===== src/rtl/sec_camo_pkg.sv =====
// sec_camo_pkg: shared types and elaboration-time helpers for the camouflaged SEC decoder.
// Holds the parity-check column generator, the camouflaged cell positions, the
// key-management state encoding and the camouflaged cell truth function.
package sec_camo_pkg;

  // Key-management states: LOCKED until a key is first shifted in, LOAD while
  // the serial key is being shifted / a commit is waiting, ACTIVE once committed.
  typedef enum logic [1:0] {
    LOCKED = 2'd0,
    LOAD   = 2'd1,
    ACTIVE = 2'd2
  } state_t;

  // Positions of the camouflaged correction cells, cell j on data bit KG_POS[j].
  // The table is (13*j) mod 32, a permutation of 0..31, so positions never repeat
  // and cell 0 always lands on data bit 0.
  localparam int KG_POS_N = 32;
  localparam int KG_POS [KG_POS_N] = '{
     0, 13, 26,  7, 20,  1, 14, 27,  8, 21,  2, 15, 28,  9, 22,  3,
    16, 29, 10, 23,  4, 17, 30, 11, 24,  5, 18, 31, 12, 25,  6, 19
  };

  // i-th (0-based) CHK_W-bit value that is neither zero nor a power of two.
  // Powers of two are reserved for single check-bit errors, so every data
  // column is distinct from every check-bit column. Only evaluated at elaboration.
  function automatic logic [31:0] H_COL(input int unsigned i);
    logic [31:0] res;
    int unsigned n;
    res = '0;
    n   = 0;
    for (int unsigned v = 3; v < 4096; v++) begin
      if ((v & (v - 1)) != 0) begin
        if (n == i) res = v;
        n++;
      end
    end
    return res;
  endfunction

  // Index of the camouflaged cell sitting on data bit pos, or -1 for a plain XOR bit.
  function automatic int kg_index(input int pos, input int num_kg);
    int r;
    r = -1;
    for (int j = 0; j < KG_POS_N; j++) begin
      if ((j < num_kg) && (KG_POS[j] == pos) && (r < 0)) r = j;
    end
    return r;
  endfunction

  // Camouflaged cell: XOR when k[0] is set (the only correct behaviour),
  // otherwise NOR for k=2'b10 and NAND for k=2'b00.
  function automatic logic camo(input logic d, input logic c, input logic [1:0] k);
    logic o;
    if (k[0])      o = d ^ c;
    else if (k[1]) o = ~(d | c);
    else           o = ~(d & c);
    return o;
  endfunction

endpackage


===== src/rtl/camo_cell2.sv =====
// camo_cell2: one key-programmable two-input correction cell.
// Replaces the plain correction XOR on a data bit; the function is picked by k.
module camo_cell2
  import sec_camo_pkg::*;
(
  input  logic       a,
  input  logic       b,
  input  logic [1:0] k,
  output logic       o
);

  assign o = camo(a, b, k);

endmodule


===== src/rtl/sec_camo_pipe.sv =====
// sec_camo_pipe: two-stage single-error-correcting decoder whose correction XORs
// on NUM_KG data bits are camouflaged cells programmed by a serially loaded key.
// Stage 1 registers data + syndrome, stage 2 registers the corrected word.
// Optional build macro CAMO_CNT_EN adds err_cnt, a saturating count of errored
// words accepted at the output.
module sec_camo_pipe
  import sec_camo_pkg::*;
#(
  parameter int DATA_W = 32,
  parameter int CHK_W  = 8,
  parameter int NUM_KG = 1
) (
  input  logic              CK,
  input  logic              RST,
  input  logic              key_si,
  input  logic              key_se,
  input  logic              key_commit,
  output logic              key_armed,
  input  logic              in_valid,
  output logic              in_ready,
  input  logic [DATA_W-1:0] in_data,
  input  logic [CHK_W-1:0]  in_chk,
  input  logic              in_en,
  output logic              out_valid,
  input  logic              out_ready,
  output logic [DATA_W-1:0] out_data,
  output logic              out_err
`ifdef CAMO_CNT_EN
  ,
  output logic [15:0]       err_cnt
`endif
);

  localparam int KEY_W = 2 * NUM_KG;

  // Key management state
  state_t             state_q, state_d;
  logic [KEY_W-1:0]   key_sr_q, key_sr_d;
  logic [KEY_W-1:0]   key_act_q, key_act_d;
  logic               key_armed_q, key_armed_d;
  logic               commit_pend_q, commit_pend_d;

  // Pipeline state
  logic               s1_v_q;
  logic [DATA_W-1:0]  s1_data_q;
  logic [CHK_W-1:0]   s1_syn_q;
  logic               s2_v_q;
  logic [DATA_W-1:0]  s2_data_q;
  logic               s2_err_q;

  // Combinational datapath
  logic [CHK_W-1:0]   col_term [DATA_W];
  logic [CHK_W-1:0]   syn_d;
  logic [DATA_W-1:0]  flip;
  logic [DATA_W-1:0]  corr_d;

  // Handshake
  logic               s2_adv;
  logic               s1_adv;
  logic               in_fire;
  logic               pipe_empty;

  // A stage may take a new word when it is empty or its content leaves this cycle.
  assign s2_adv     = ~s2_v_q | out_ready;
  assign s1_adv     = ~s1_v_q | s2_adv;
  assign in_ready   = (state_q != LOAD) & (~s1_v_q | ~s2_v_q | out_ready);
  assign in_fire    = in_valid & in_ready;
  assign pipe_empty = ~s1_v_q & ~s2_v_q;

  // Per data bit: parity column, syndrome term, match detect and correction cell.
  for (genvar gi = 0; gi < DATA_W; gi++) begin : g_bit
    localparam logic [CHK_W-1:0] HC = CHK_W'(H_COL(gi));
    localparam int               KJ = kg_index(gi, NUM_KG);

    assign col_term[gi] = in_data[gi] ? HC : '0;
    assign flip[gi]     = (s1_syn_q == HC);

    if (KJ >= 0) begin : g_camo
      camo_cell2 u_cell (
        .a (s1_data_q[gi]),
        .b (flip[gi]),
        .k (key_act_q[2*KJ +: 2]),
        .o (corr_d[gi])
      );
    end else begin : g_xor
      assign corr_d[gi] = s1_data_q[gi] ^ flip[gi];
    end
  end

  // Syndrome: masked check bits folded with the columns of every set data bit.
  always_comb begin
    syn_d = in_en ? in_chk : '0;
    for (int i = 0; i < DATA_W; i++) begin
      syn_d = syn_d ^ col_term[i];
    end
  end

  // Stage 1: capture accepted word and its syndrome.
  always_ff @(posedge CK or posedge RST) begin
    if (RST) begin
      s1_v_q    <= 1'b0;
      s1_data_q <= '0;
      s1_syn_q  <= '0;
    end else if (s1_adv) begin
      s1_v_q <= in_fire;
      if (in_fire) begin
        s1_data_q <= in_data;
        s1_syn_q  <= syn_d;
      end
    end
  end

  // Stage 2: capture corrected word; holds while the consumer stalls.
  always_ff @(posedge CK or posedge RST) begin
    if (RST) begin
      s2_v_q    <= 1'b0;
      s2_data_q <= '0;
      s2_err_q  <= 1'b0;
    end else if (s2_adv) begin
      s2_v_q <= s1_v_q;
      if (s1_v_q) begin
        s2_data_q <= corr_d;
        s2_err_q  <= |s1_syn_q;
      end
    end
  end

  assign out_valid = s2_v_q;
  assign out_data  = s2_data_q;
  assign out_err   = s2_err_q;
  assign key_armed = key_armed_q;

  // Key FSM next state. Shifting happens on any cycle with key_se. A commit is
  // remembered and only taken in LOAD on a cycle with no shift and an empty
  // pipe, so a word in flight is always corrected with a single key and a
  // commit issued together with a shift sees the post-shift value.
  always_comb begin
    state_d       = state_q;
    key_sr_d      = key_sr_q;
    key_act_d     = key_act_q;
    key_armed_d   = key_armed_q;
    commit_pend_d = commit_pend_q;

    if (key_se) key_sr_d = {key_sr_q[KEY_W-2:0], key_si};
    if (key_commit & ((state_q == LOAD) | key_se)) commit_pend_d = 1'b1;

    case (state_q)
      LOCKED: begin
        if (key_se) state_d = LOAD;
      end
      LOAD: begin
        if (~key_se & (commit_pend_q | key_commit) & pipe_empty) begin
          state_d       = ACTIVE;
          key_act_d     = key_sr_q;
          key_armed_d   = 1'b1;
          commit_pend_d = 1'b0;
        end
      end
      ACTIVE: begin
        if (key_se) state_d = LOAD;
      end
      default: begin
        state_d = LOCKED;
      end
    endcase
  end

  // Key FSM registers.
  always_ff @(posedge CK or posedge RST) begin
    if (RST) begin
      state_q       <= LOCKED;
      key_sr_q      <= '0;
      key_act_q     <= '0;
      key_armed_q   <= 1'b0;
      commit_pend_q <= 1'b0;
    end else begin
      state_q       <= state_d;
      key_sr_q      <= key_sr_d;
      key_act_q     <= key_act_d;
      key_armed_q   <= key_armed_d;
      commit_pend_q <= commit_pend_d;
    end
  end

`ifdef CAMO_CNT_EN
  logic [15:0] err_cnt_q;

  // Count errored words delivered to the consumer, sticking at all ones.
  always_ff @(posedge CK or posedge RST) begin
    if (RST) begin
      err_cnt_q <= '0;
    end else if (s2_v_q & out_ready & s2_err_q & (err_cnt_q != 16'hFFFF)) begin
      err_cnt_q <= err_cnt_q + 16'd1;
    end
  end

  assign err_cnt = err_cnt_q;
`endif

endmodule


===== config.mk =====
export PLATFORM = sky130hd
export DESIGN_NAME = sec_camo_pipe
export DESIGN_NICKNAME = d
export VERILOG_FILES = /design/src/rtl/sec_camo_pkg.sv /design/src/rtl/camo_cell2.sv /design/src/rtl/sec_camo_pipe.sv
export SDC_FILE = /design/constraint.sdc
export NUM_CORES = 1
export LEC_CHECK = 0
export ABC_AREA = 1
export CORE_ASPECT_RATIO = 2
export CORE_MARGIN = 2
export CORE_UTILIZATION = 54
export DETAILED_ROUTE_END_ITERATION = 16
export GPL_TIMING_DRIVEN = 0
export PLACE_DENSITY = 0.91
export SLEW_MARGIN = 40
export SYNTH_ARGS = -nofsm -noshare
export SYNTH_HDL_FRONTEND = slang
export SYNTH_HIERARCHICAL = 1
export SYNTH_SLANG_ARGS = --single-unit

===== constraint.sdc =====
create_clock -name CK -period 3 [get_ports CK]
set_input_delay 0.6 -clock CK [delete_from_list [all_inputs] [get_ports CK]]
set_output_delay 0.6 -clock CK [all_outputs]
set_load 0.005 [all_outputs]

==> Word level (Yosys, flattened, before mapping) <==
Cells that the tools add are included.
Widths: inputs -> output; s select.
{ "word_totals": {"register_bits": 83, "word_cells": 179, "inputBits": 48, "output_inout_bits": 36} }
{ "classes": {"eq_ne": 37, "n_reduce_logical": 7, "mux": 41, "bitwise_logic": 83} }
{ "ops": {"columns": ["op", "count"], "rows": [
  ["$eq 8x5->1 const B", 15],
  ["$xor 8x5->8", 15],
  ["$mux 5", 15],
  ["$eq 8x4->1 const B", 7],
  ["$xor 8x4->8", 7],
  ["$eq 8x6->1 const B", 6],
  ["$xor 8x6->8", 6],
  ["$mux 6", 6],
  ["$xor 1x1->1", 32],
  ["$mux 4", 7],
  ["$eq 8x3->1 const B", 3],
  ["$xor 8x3->8", 3],
  ["$mux 3", 3],
  ["$eq 8x2->1 const B", 1],
  ["$mux 8", 1],
  ["$reduce_and 2->1", 4],
  ["$reduce_or 8->1", 1],
  ["$xor 8x2->8", 1],
  ["$and 1x1->1", 7],
  ["$or 1x1->1", 7],
  ["$mux 2", 3],
  ["$ne 2x1->1 const B", 3],
  ["$mux 1", 5],
  ["$not 1->1", 5],
  ["other kinds (5)", 5]
]} }

==> Logic depth before layout (Yosys ltp) <==
Gate-level depths: netlist (run 1).
{ "depth": {"ltp_word": 33, "depth_mapped": 15, "ltp_nobuf": 14} }

==> Modules after synthesis <==
The synthesis (run 1) kept the hierarchy.
{ "modules_own_cells": {"columns": ["module", "cells_each", "area_each_um2", "seq_area_each_um2", "n_inst"], "rows": [
  ["sec_camo_pipe", 678, 4919.7, 2077.0, 1],
  ["camo_cell2", 12, 63.8, 0.0, 1]
]} }

==> Worst setup path after synthesis (run 1) <==
No wires, ideal clock.
{ "synth_timing": {"path_kind": "flip-flop to flip-flop", "start": "register s1_syn_q[7]", "end": "register s2_data_q[0], in the netlist out_data[0]", "arrival_ns": 1.623, "n_path_buf": 1, "stages_incl_launch_ff": 14, "path_slack_ns": 1.261, "t_required_ns": 2.884, "synth_period_minus_slack_ns": 1.739, "cell_sequence": "dfrtp_1 -> nor2_1 -> inv_1 -> nor3_2 -> buf_4 -> nor3b_1 -> inv_1 -> ha_1 -> inv_1 -> nand2_1 -> nand3_1 -> nand2_1 -> nand2_1 -> nand2_1"} }
{ "synth_between": {"elab_chain_cells": 5, "elab_cells_between_ends": 8, "classes_between": "eq/ne: 1; mux: 2; bitwise: 5"} }
{ "synth_lines": {"columns": ["element", "line", "rtl"], "rows": [
  ["from (decl)", "sec_camo_pipe.sv:46", "logic [CHK_W-1:0] s1_syn_q;"],
  ["from (signal assigned)", "sec_camo_pipe.sv:108", "s1_syn_q <= syn_d;"],
  ["$eq 8x2->1 *", "sec_camo_pipe.sv:76", "assign flip[gi] = (s1_syn_q == HC);"],
  ["named net flip[0]", "sec_camo_pipe.sv:54", "logic [DATA_W-1:0] flip;"],
  ["$and 1x1->1 / $or 1x1->1 (equally long branches)", "sec_camo_pkg.sv:56, sec_camo_pkg.sv:55", null],
  ["$not 1->1, on equally long branches", "sec_camo_pkg.sv:56, sec_camo_pkg.sv:55", null],
  ["$mux 1", "sec_camo_pkg.sv:55", "else if (k[1]) o = ~(d | c);"],
  ["$mux 1 *", "sec_camo_pkg.sv:54", "if (k[0]) o = d ^ c;"],
  ["named net corr_d[0]", "sec_camo_pipe.sv:55", "logic [DATA_W-1:0] corr_d;"],
  ["to (signal assigned)", "sec_camo_pipe.sv:122", "s2_data_q <= corr_d;"],
  ["to (decl)", "sec_camo_pipe.sv:48", "logic [DATA_W-1:0] s2_data_q;"]
]} }
The timed path passes the listed nets; every way through them passes the cells marked *.
A chain may end at the register's enable or synchronous reset.

==> Final worst setup path (run 1) <==
{ "layout_timing": {"start": "input port out_ready", "end": "output port in_ready"} }
{ "layout_between": {"elab_chain_cells": 2} }
{ "layout_lines": {"columns": ["element", "line", "rtl"], "rows": [
  ["from (decl)", "sec_camo_pipe.sv:25", "input logic out_ready,"],
  ["$or 1x1->1", "sec_camo_pipe.sv:66", "assign in_ready = (state_q != LOAD) & (~s1_v_q | ~s2_v_q | out_ready);"],
  ["$and 1x1->1", "sec_camo_pipe.sv:66", null],
  ["to (decl)", "sec_camo_pipe.sv:20", "output logic in_ready,"]
]} }
Every way passes these cells.

==> results of run 1 <==
[placed cells by master (no fill, tap or decap), drive strengths merged]
cell	count
o211ai	1
clkdlybuf4s50	75
nor3	4
nand3b	4
nor3b	1
clkbuf	16
xnor2	19
ha	2
nor2	37
dfrtp	83
nand2b	3
clkinv	3
nand4	1
nand3	39
o22ai	1
or2	1
inv	79
a21oi	1
o21ai	59
buf	21
nor4	1
o21a	1
nand2	281
bufinv	2
a41oi	1
xor2	46
[worst paths after layout]
path / startpoint / end / slack [ns]
max in group asynchronous: RST / s1_data_q[17]$_DFFE_PP0P_ / 1.84
min in group asynchronous: RST / key_sr_q[1]$_DFFE_PP0P_ / 0.61
hold reg to reg: key_armed$_DFFE_PP0P_ / key_armed$_DFFE_PP0P_ / 0.46
setup / recovery: out_ready / in_ready / 0.61
hold / removal: key_armed$_DFFE_PP0P_ / key_armed$_DFFE_PP0P_ / 0.46
setup reg to reg: s1_syn_q[6]$_DFFE_PP0P_ / out_data[0]$_DFFE_PP0P_ / 0.82
[stage by stage]
step	instances	hold slack [ns]	total power (W)
2_1_floorplan	690	0.433	0.00330
3_3_place_gp	867	0.450	0.00418
3_5_place_dp	868	0.455	0.00430
4_1_cts	884	0.466	0.00550
5_1_grt	884	0.477	0.00586
6_report	884	0.463	0.00547
[state kept, by name, indices dropped and copies added, names as in the netlist]
register / cells
commit_pend_q: 1
key_act_q: 2
key_armed: 1
key_sr_q: 2
out_data: 32
out_err: 1
out_valid: 1
s1_data_q: 32
s1_syn_q: 8
s1_v_q: 1
state_q: 2
[power by group through the flow]
stage / Sequential [W] / Clock (W) / Combinational [W]
CTS: 0.00200 / 0.00120 / 0.00230
floorplan: 0.00194 / 0 / 0.00136
finish: 0.00200 / 0.00119 / 0.00228
global placement: 0.00198 / 0 / 0.00220
detailed placement: 0.00201 / 0 / 0.00229
global route: 0.00206 / 0.00124 / 0.00256
[synth_stat cells (3+ instances only)]
cell type / count / share of area
buf_2: 10 / 0.010
buf_4: 5 / 0.0075
buf_6: 3 / 0.0068
clkbuf_1: 5 / 0.0038
dfrtp_1: 83 / 0.42
inv_1: 64 / 0.048
inv_2: 15 / 0.011
nand2_1: 278 / 0.21
nand2_2: 3 / 0.0038
nand3_1: 38 / 0.038
nand3b_1: 4 / 0.0060
nor2_1: 35 / 0.026
o21ai_0: 24 / 0.024
o21ai_1: 35 / 0.035
xnor2_1: 17 / 0.030
xor2_1: 46 / 0.081
[kinds of logic after synthesis]
family | count (synthesis) | share of synthesized area
AOI/OAI and AO/OA | 64 | 0.0670
xor gates and xnor gates | 65 | 0.117
adders and majority gates | 2 | 0.00502
buffers and inverters | 104 | 0.0891
DFF | 83 | 0.417
and+or+nand+nor | 372 | 0.305
[routing by layer]
layer	routed length, um	GRT usage
met5	0	0
met4	1040	0.208
met3	374	0.0348
met2	7840	0.547
met1	4640	0.277
[worst max-delay path: stages]
cell             delay [ns]
clkdlybuf4s50_1        0.47
nor2_2                 0.06
a21oi_2                0.14
clkdlybuf4s50_1        0.52
[area by class of cell]
| class | count | area (um2) | share of cell area |
|---|---|---|---|
| Timing Repair Buffer | 76 | 771 | 0.124 |
| Multi-Input combinational cell | 503 | 2460 | 0.396 |
| Sequential cell | 83 | 2080 | 0.334 |
| Inverter | 79 | 302 | 0.0485 |
| Buffer | 25 | 148 | 0.0238 |
| Tap cell | 102 | 128 | 0.0205 |
| Clock inverter | 5 | 75.1 | 0.0121 |
| Clock buffer | 11 | 253 | 0.0407 |
==> qor.json, run 1 <==
{
  "power": {
    "share_clk_of_total_power": 0.217,
    "power.static_leakage_nw": 3.13,
    "power_density_normalized_to_cell_area_mw_per_mm2": 880,
    "power.share.sequential": 0.366,
    "combPwrFrac": 0.417,
    "vdd_drop_max_mv": 0.374,
    "net-switching-power_w": 0.00207,
    "internal_power_w": 0.00340,
    "switch_share": 0.378
  },
  "sta": {
    "final_critical_path_setup_slack_ns": 0.606,
    "clock_skew_ns": 0.00632,
    "timing.final.crit_period_ns": 2.39,
    "timing.final.crit_share": 0.798,
    "final_hold_violation_count": 0,
    "max_freq_mhz": 418,
    "max_slew.worst_pin.slew_ns": 0.523,
    "max_slew_margin": 0.651,
    "totalNegativeSetupSlack_ns": 0,
    "grt_setup_unrepaired": "no",
    "setup-violations-final": 0,
    "timing.final.max_slew_violations": 0
  },
  "place": {
    "post-place-ws_ns": 0.606,
    "port_buffers": 75,
    "dpl-instance-area_mm2": 0.00589,
    "dp.final_hpwl_um": 11600,
    "gp_congestion": 0.978
  },
  "job": {
    "cap_viol_max_count": 0
  },
  "clock_network": {
    "clock_path_buffers": 2,
    "cts.sink_count": 83,
    "post-cts-setup-buffers": 0,
    "post_cts_resize_count": 0,
    "numCtsBuffers": 9,
    "holdBufCountCts": 0,
    "clkSlewWorstSetupHoldPaths_ns": 0.06,
    "clkLatencyLatePin_ns": 0.34,
    "cts_tree": "yes",
    "cts-root-buf": "clkbuf_16",
    "h_tree_level_count": 3
  },
  "route": {
    "detailroute.via_count": 4618,
    "ant_nets": 0,
    "routed_wire_length_per_instance_um": 15.7,
    "route.final.wire_length_um": 13900,
    "drc": 0,
    "drt-pass1-iter-count": 5,
    "detailedRoute.firstIterationViolations": 227,
    "avgViaCountPerCell": 5.22
  },
  "final_layout": {
    "area_growth_pct": 24.7,
    "antenna_cells": 0,
    "fillers": 744,
    "final_net_count": 827,
    "final_cell_area_mm2": 0.00621,
    "post-route-util": 0.690,
    "fraction_of_layout_cells_with_a_size_suffix_above_1": 0.0818
  },
  "grt": {
    "grt_util_all_layers": 0.292,
    "largest_net_degree_at_the_start_of_global_routing": 49,
    "globalRouteOverflowTotal": 0,
    "number_of_antenna_violations_at_the_first_check_in_global_routing": 0,
    "wire_length_of_the_first_global_routing_pass_um": 22000,
    "grt_pass1_vias": 4589
  },
  "floorplan": {
    "core_region_area_mm2": 0.00901,
    "chipHeight_um": 140,
    "area_enclosed_by_the_die_boundary_mm2": 0.0101,
    "die_width_um": 71.9,
    "io_pins": 84,
    "initial_util": 0.553,
    "floorplan.rows": 49
  },
  "yosys": {
    "synthesis.area_per_instance_um2": 7.22,
    "asr_flop_ratio_synth": 1.00,
    "mappedNetlistArea_mm2": 0.00498,
    "synth-edff-count": 0,
    "synth.distinct_cells": 34,
    "synthFlopType": "dfrtp_1",
    "synthCells": 690,
    "synth-seq-cells": 83,
    "synth_nets": 740,
    "synth_seq_area_share": 0.417,
    "synth.yosys.warnings": 6
  },
  "critical_path": {
    "reg2reg_depth": 13,
    "critical_path_peak_fanout": 3,
    "cp_data_arrival_time_ns": 1.79,
    "endpoint_kind": "output port",
    "worstSetupPathType": "in -> out",
    "timing.critical_path.required_ns": 2.40,
    "start_kind": "primary input"
  },
  "hold_path": {
    "holdPathStages": 1,
    "type_of_the_worst_min_delay_path": "reg -> reg"
  },
  "status": {
    "status": "completed"
  }
}
Note: power is estimated with default switching activity, not from simulation.
==> run 2, diff against run 1 <==
Clock period 3 ns to 2.4 ns, I/O delays scaled along.
==> qor.json, run 2 (same netlist as run 1, synthesis figures left out) <==
{
  "status": {
    "status": "completed"
  },
  "clock_network": {
    "numCtsBuffers": 9,
    "holdBufCountCts": 0,
    "cts.sink_count": 83,
    "clkSlewWorstSetupHoldPaths_ns": 0.06,
    "post-cts-setup-buffers": 0,
    "clock_path_buffers": 2,
    "clkLatencyLatePin_ns": 0.34,
    "cts_tree": "yes",
    "h_tree_level_count": 3,
    "cts-root-buf": "clkbuf_16",
    "post_cts_resize_count": 0
  },
  "sta": {
    "timing.final.max_slew_violations": 0,
    "timing.final.crit_period_ns": 2.40,
    "setup-violations-final": 0,
    "max_slew_margin": 0.639,
    "max_freq_mhz": 417,
    "final_hold_violation_count": 0,
    "timing.hold.ws_ns": 0.378,
    "timing.final.crit_share": 1.00,
    "grt_setup_unrepaired": "no",
    "totalNegativeSetupSlack_ns": 0,
    "clock_skew_ns": 0.00574,
    "max_slew.worst_pin.slew_ns": 0.541
  },
  "floorplan": {
    "area_enclosed_by_the_die_boundary_mm2": 0.0101,
    "initial_util": 0.553,
    "floorplan.rows": 49,
    "chipHeight_um": 140,
    "io_pins": 84,
    "core_region_area_mm2": 0.00901,
    "die_width_um": 71.9
  },
  "place": {
    "dpl-instance-area_mm2": 0.00593,
    "dp.final_hpwl_um": 11800,
    "port_buffers": 75,
    "gp_congestion": 0.968
  },
  "grt": {
    "number_of_antenna_violations_at_the_first_check_in_global_routing": 0,
    "largest_net_degree_at_the_start_of_global_routing": 29,
    "grt_util_all_layers": 0.298,
    "globalRouteOverflowTotal": 0,
    "grt_pass1_vias": 4709,
    "wire_length_of_the_first_global_routing_pass_um": 22700
  },
  "critical_path": {
    "timing.critical_path.required_ns": 2.62,
    "critical_path.reg2reg.startpoint": "s1_syn_q[7]$_DFFE_PP0P_",
    "worstSetupPathType": "reg -> reg",
    "start_kind": "register",
    "crit_path_start": "s1_syn_q[7]$_DFFE_PP0P_",
    "cp_data_arrival_time_ns": 2.62,
    "critical_path_peak_fanout": 10,
    "endpoint_kind": "register"
  },
  "final_layout": {
    "most_common_cell_after_layout_fill_and_taps_aside": "nand2_1",
    "fillers": 743,
    "area_growth_pct": 25.4,
    "top_library_cells_by_usage_in_the_layout_fill_and_taps_aside": "nand2_1 (278), dfrtp_1 (83), clkdlybuf4s50_1 (75)",
    "final_net_count": 829,
    "seqCellArea_mm2": 0.00208,
    "multi_input_comb_area_mm2": 0.00246,
    "antenna_cells": 0,
    "final_cell_area_mm2": 0.00625,
    "fraction_of_layout_cells_with_a_size_suffix_above_1": 0.0842
  },
  "route": {
    "drt-pass1-iter-count": 5,
    "detailedRoute.firstIterationViolations": 181,
    "route.final.wire_length_um": 14200,
    "routed_wire_length_per_instance_um": 16.1,
    "ant_nets": 0,
    "drc": 0,
    "detailroute.via_count": 4622,
    "avgViaCountPerCell": 5.22
  },
  "hold_path": {
    "type_of_the_worst_min_delay_path": "in -> reg",
    "worst_hold_startpoint": "in_data[24]"
  },
  "power": {
    "vdd_drop_max_mv": 0.499,
    "power_density_normalized_to_cell_area_mw_per_mm2": 1090,
    "power.static_leakage_nw": 3.13
  },
  "job": {
    "cap_viol_max_count": 0
  }
}
-- run 2: changes by cell type in the layout (fill, tap and decap cells not counted), sizes merged --
cell	previous run	this run
buf	21	23
clkinvlp	0	2
bufinv	2	1
clkbuf	16	17
clkinv	3	2
inv	79	78
-- run 2: cell type report --
type,count,share of cell area
Inverter,79,0.0481
Tap cell,102,0.0204
Clock buffer,12,0.0427
Timing Repair Buffer,78,0.131
Clock inverter,4,0.00761
Buffer,25,0.0236
Multi-Input combinational cell,503,0.394
Sequential cell,83,0.332
-- run 2: worst max-delay path, cell delays in order (launching register included) --
cell and delay (ns):
dfrtp_1 0.38, nor2_1 0.23, inv_1 0.12, nor3_2 0.30
buf_4 0.26, nor3b_1 0.35, inv_1 0.09, ha_1 0.18
inv_1 0.05, nand2_1 0.05, nand3_1 0.09, nand2_1 0.06
nand2_1 0.06, nand2_1 0.05
-- run 2: routing by layer --
metal / share of wire / track usage
met1: 0.34 / 0.275
met2: 0.57 / 0.573
met3: 0.027 / 0.0355
met4: 0.071 / 0.202
met5: 0 / 0
-- run 2: power by group --
group          leakage [nW]  switching, W  total (W)  internal (W)
clock network         0.155      0.000534    0.00142      0.000887
registers              1.03      0.000473    0.00251       0.00204
logic                  1.95       0.00164    0.00291       0.00126
total                  3.13       0.00265    0.00684       0.00419
-- run 2: per-stage QoR --
stage | worst slack [ns] | cells | total power, W | utilization
floorplan | 0.661 | 690 | 0.00412 | -
global placement | 0.179 | 867 | 0.00526 | 0.651
detailed placement | 0.0793 | 870 | 0.00542 | 0.658
CTS | 0.0509 | 886 | 0.00685 | 0.693
global route | 0.00294 | 886 | 0.00728 | 0.693
finish | 0.000219 | 886 | 0.00684 | 0.693
-- run 2: path summary, 6_finish.rpt --
check	to	slack (ns)	cells after the start
worst min-delay path	s1_data_q[24]$_DFFE_PP0P_	0.38	3
max in group asynchronous	s1_data_q[29]$_DFFE_PP0P_	1.33	4
worst min register to register	key_armed$_DFFE_PP0P_	0.46	1
worst max register to register	out_data[0]$_DFFE_PP0P_	0.0002	13
min in group asynchronous	out_data[9]$_DFFE_PP0P_	0.46	2
worst max-delay path	out_data[0]$_DFFE_PP0P_	0.0002	13
==> run 3, diff against run 2 <==
Settings changed: CORE_UTILIZATION 54 to 50, PLACE_DENSITY 0.91 to 0.86.
==> qor.json, run 3 (same netlist as run 1, synthesis figures left out) <==
{
  "clock_network": {
    "numCtsBuffers": 9,
    "clkLatencyLatePin_ns": 0.34,
    "cts.sink_count": 83,
    "holdBufCountCts": 0,
    "cts_tree": "yes",
    "h_tree_level_count": 3,
    "post-cts-setup-buffers": 0,
    "post_cts_resize_count": 0,
    "clock_path_buffers": 2,
    "cts-root-buf": "clkbuf_16",
    "clkSlewWorstSetupHoldPaths_ns": 0.06
  },
  "hold_path": {
    "worstHoldEndpoint": "s1_data_q[24]$_DFFE_PP0P_",
    "holdPathStages": 3,
    "type_of_the_worst_min_delay_path": "in -> reg",
    "worst_hold_startpoint": "in_data[24]"
  },
  "final_layout": {
    "fraction_of_layout_cells_with_a_size_suffix_above_1": 0.0829,
    "antenna_cells": 0,
    "most_common_cell_after_layout_fill_and_taps_aside": "nand2_1",
    "top_library_cells_by_usage_in_the_layout_fill_and_taps_aside": "nand2_1 (278), dfrtp_1 (83), clkdlybuf4s50_1 (75)",
    "final_cell_area_mm2": 0.00624,
    "area_growth_pct": 25.3,
    "final_net_count": 829
  },
  "critical_path": {
    "rr_endpoint": "out_data[0]$_DFFE_PP0P_",
    "endpoint_kind": "register",
    "cp_data_arrival_time_ns": 2.47,
    "ff2ff_setup_slack_ns": 0.16,
    "reg2reg_depth": 13,
    "start_kind": "register",
    "timing.critical_path.required_ns": 2.63,
    "critical_path.reg2reg.startpoint": "s1_syn_q[7]$_DFFE_PP0P_",
    "critical_path_peak_fanout": 10,
    "worstSetupPathType": "reg -> reg"
  },
  "status": {
    "status": "completed"
  },
  "route": {
    "wl_met3_um": 316,
    "route.final.wire_length_um": 14100,
    "routed_met2_length_um": 8210,
    "detailroute.via_count": 4607,
    "avgViaCountPerCell": 5.03,
    "dr.max_layer_used": "met4",
    "detailedRoute.firstIterationViolations": 231,
    "detail_route.wirelength.met1_um": 4680,
    "routed_wire_length_per_instance_um": 15.4,
    "drc": 0,
    "ant_nets": 0,
    "drt-pass1-iter-count": 5
  },
  "sta": {
    "setup-violations-final": 0,
    "max_slew.worst_pin.slew_ns": 0.500,
    "totalNegativeSetupSlack_ns": 0,
    "max_freq_mhz": 446,
    "grt_setup_unrepaired": "no",
    "timing.final.max_slew_violations": 0,
    "timing.final.crit_share": 0.934,
    "timing.final.crit_period_ns": 2.24,
    "final_hold_violation_count": 0,
    "clock_skew_ns": 0.00975,
    "max_slew_margin": 0.667
  },
  "floorplan": {
    "floorplan.rows": 51,
    "area_enclosed_by_the_die_boundary_mm2": 0.0108,
    "die_width_um": 74.6,
    "io_pins": 84,
    "initial_util": 0.514,
    "chipHeight_um": 145,
    "core_region_area_mm2": 0.00970
  },
  "grt": {
    "grt_pass1_vias": 4602,
    "grt_util_all_layers": 0.279,
    "number_of_antenna_violations_at_the_first_check_in_global_routing": 0,
    "wire_length_of_the_first_global_routing_pass_um": 22500,
    "largest_net_degree_at_the_start_of_global_routing": 29,
    "globalRouteOverflowTotal": 0
  },
  "place": {
    "port_buffers": 75,
    "dpl-instance-area_mm2": 0.00597,
    "gp_congestion": 0.928,
    "dp.final_hpwl_um": 11800
  },
  "power": {
    "total_power_w": 0.00662,
    "power.static_leakage_nw": 3.12,
    "vdd_drop_max_mv": 0.483,
    "power_density_normalized_to_cell_area_mw_per_mm2": 1060
  },
  "job": {
    "cap_viol_max_count": 0
  }
}
run 3: metrics by stage:
step / setup slack (ns) / hold WS [ns] / utilization / instances
after floorplan: 0.661 / 0.433 / - / 690
after global placement: 0.145 / 0.449 / 0.609 / 897
after detailed placement: 0.137 / 0.460 / 0.616 / 900
after CTS: 0.124 / 0.394 / 0.644 / 916
after global routing: 0.0102 / 0.410 / 0.644 / 916
final: 0.158 / 0.394 / 0.644 / 916
run 3: final cells by class:
class	instances	area [um2]
Sequential cell	83	2080
Clock inverter	5	28.8
Buffer	25	148
Inverter	79	300
Timing Repair Buffer	78	818
Fill cell	865	3460
Multi-Input combinational cell	503	2460
Tap cell	132	165
Clock buffer	11	243
run 3: where the power goes:
part | total [W] | internal [W] | switching (W)
sequential | 0.00251 | 0.00203 | 0.000473
clock | 0.00125 | 0.000723 | 0.000529
combinational | 0.00286 | 0.00126 | 0.00160
run 3: how the worst max path moves through the flow:
| stage | end | start | cells after the start | slack (ns) |
|---|---|---|---|---|
| finish | out_data[0]$_DFFE_PP0P_ | s1_syn_q[7]$_DFFE_PP0P_ | 13 | 0.16 |
| detailed placement | out_data[0]$_DFFE_PP0P_ | s1_syn_q[7]$_DFFE_PP0P_ | 13 | 0.14 |
| global placement | out_data[0]$_DFFE_PP0P_ | s1_syn_q[7]$_DFFE_PP0P_ | 13 | 0.14 |
| global route | out_data[0]$_DFFE_PP0P_ | s1_syn_q[7]$_DFFE_PP0P_ | 13 | 0.01 |
| CTS | out_data[0]$_DFFE_PP0P_ | s1_syn_q[7]$_DFFE_PP0P_ | 13 | 0.12 |
| floorplan | out_data[0]$_DFFE_PP0P_ | s1_syn_q[7]$_DFFE_PP0P_ | 13 | 0.66 |
run 3: per-layer routing:
metal | GRT usage | vias up
met4 | 0.178 | 0
met5 | 0 | -
met2 | 0.531 | 105
li1 | - | 2310
met1 | 0.261 | 2157
met3 | 0.0257 | 35
run 3: worst max-delay path, cell delays in order (launching register included):
cell and delay (ns):
dfrtp_1 0.38, nor2_1 0.18, inv_1 0.10, nor3_2 0.28, buf_4 0.24, nor3b_1 0.33, inv_1 0.09, ha_1 0.19
inv_1 0.05, nand2_1 0.04, nand3_1 0.07, nand2_1 0.06, nand2_1 0.06, nand2_1 0.05
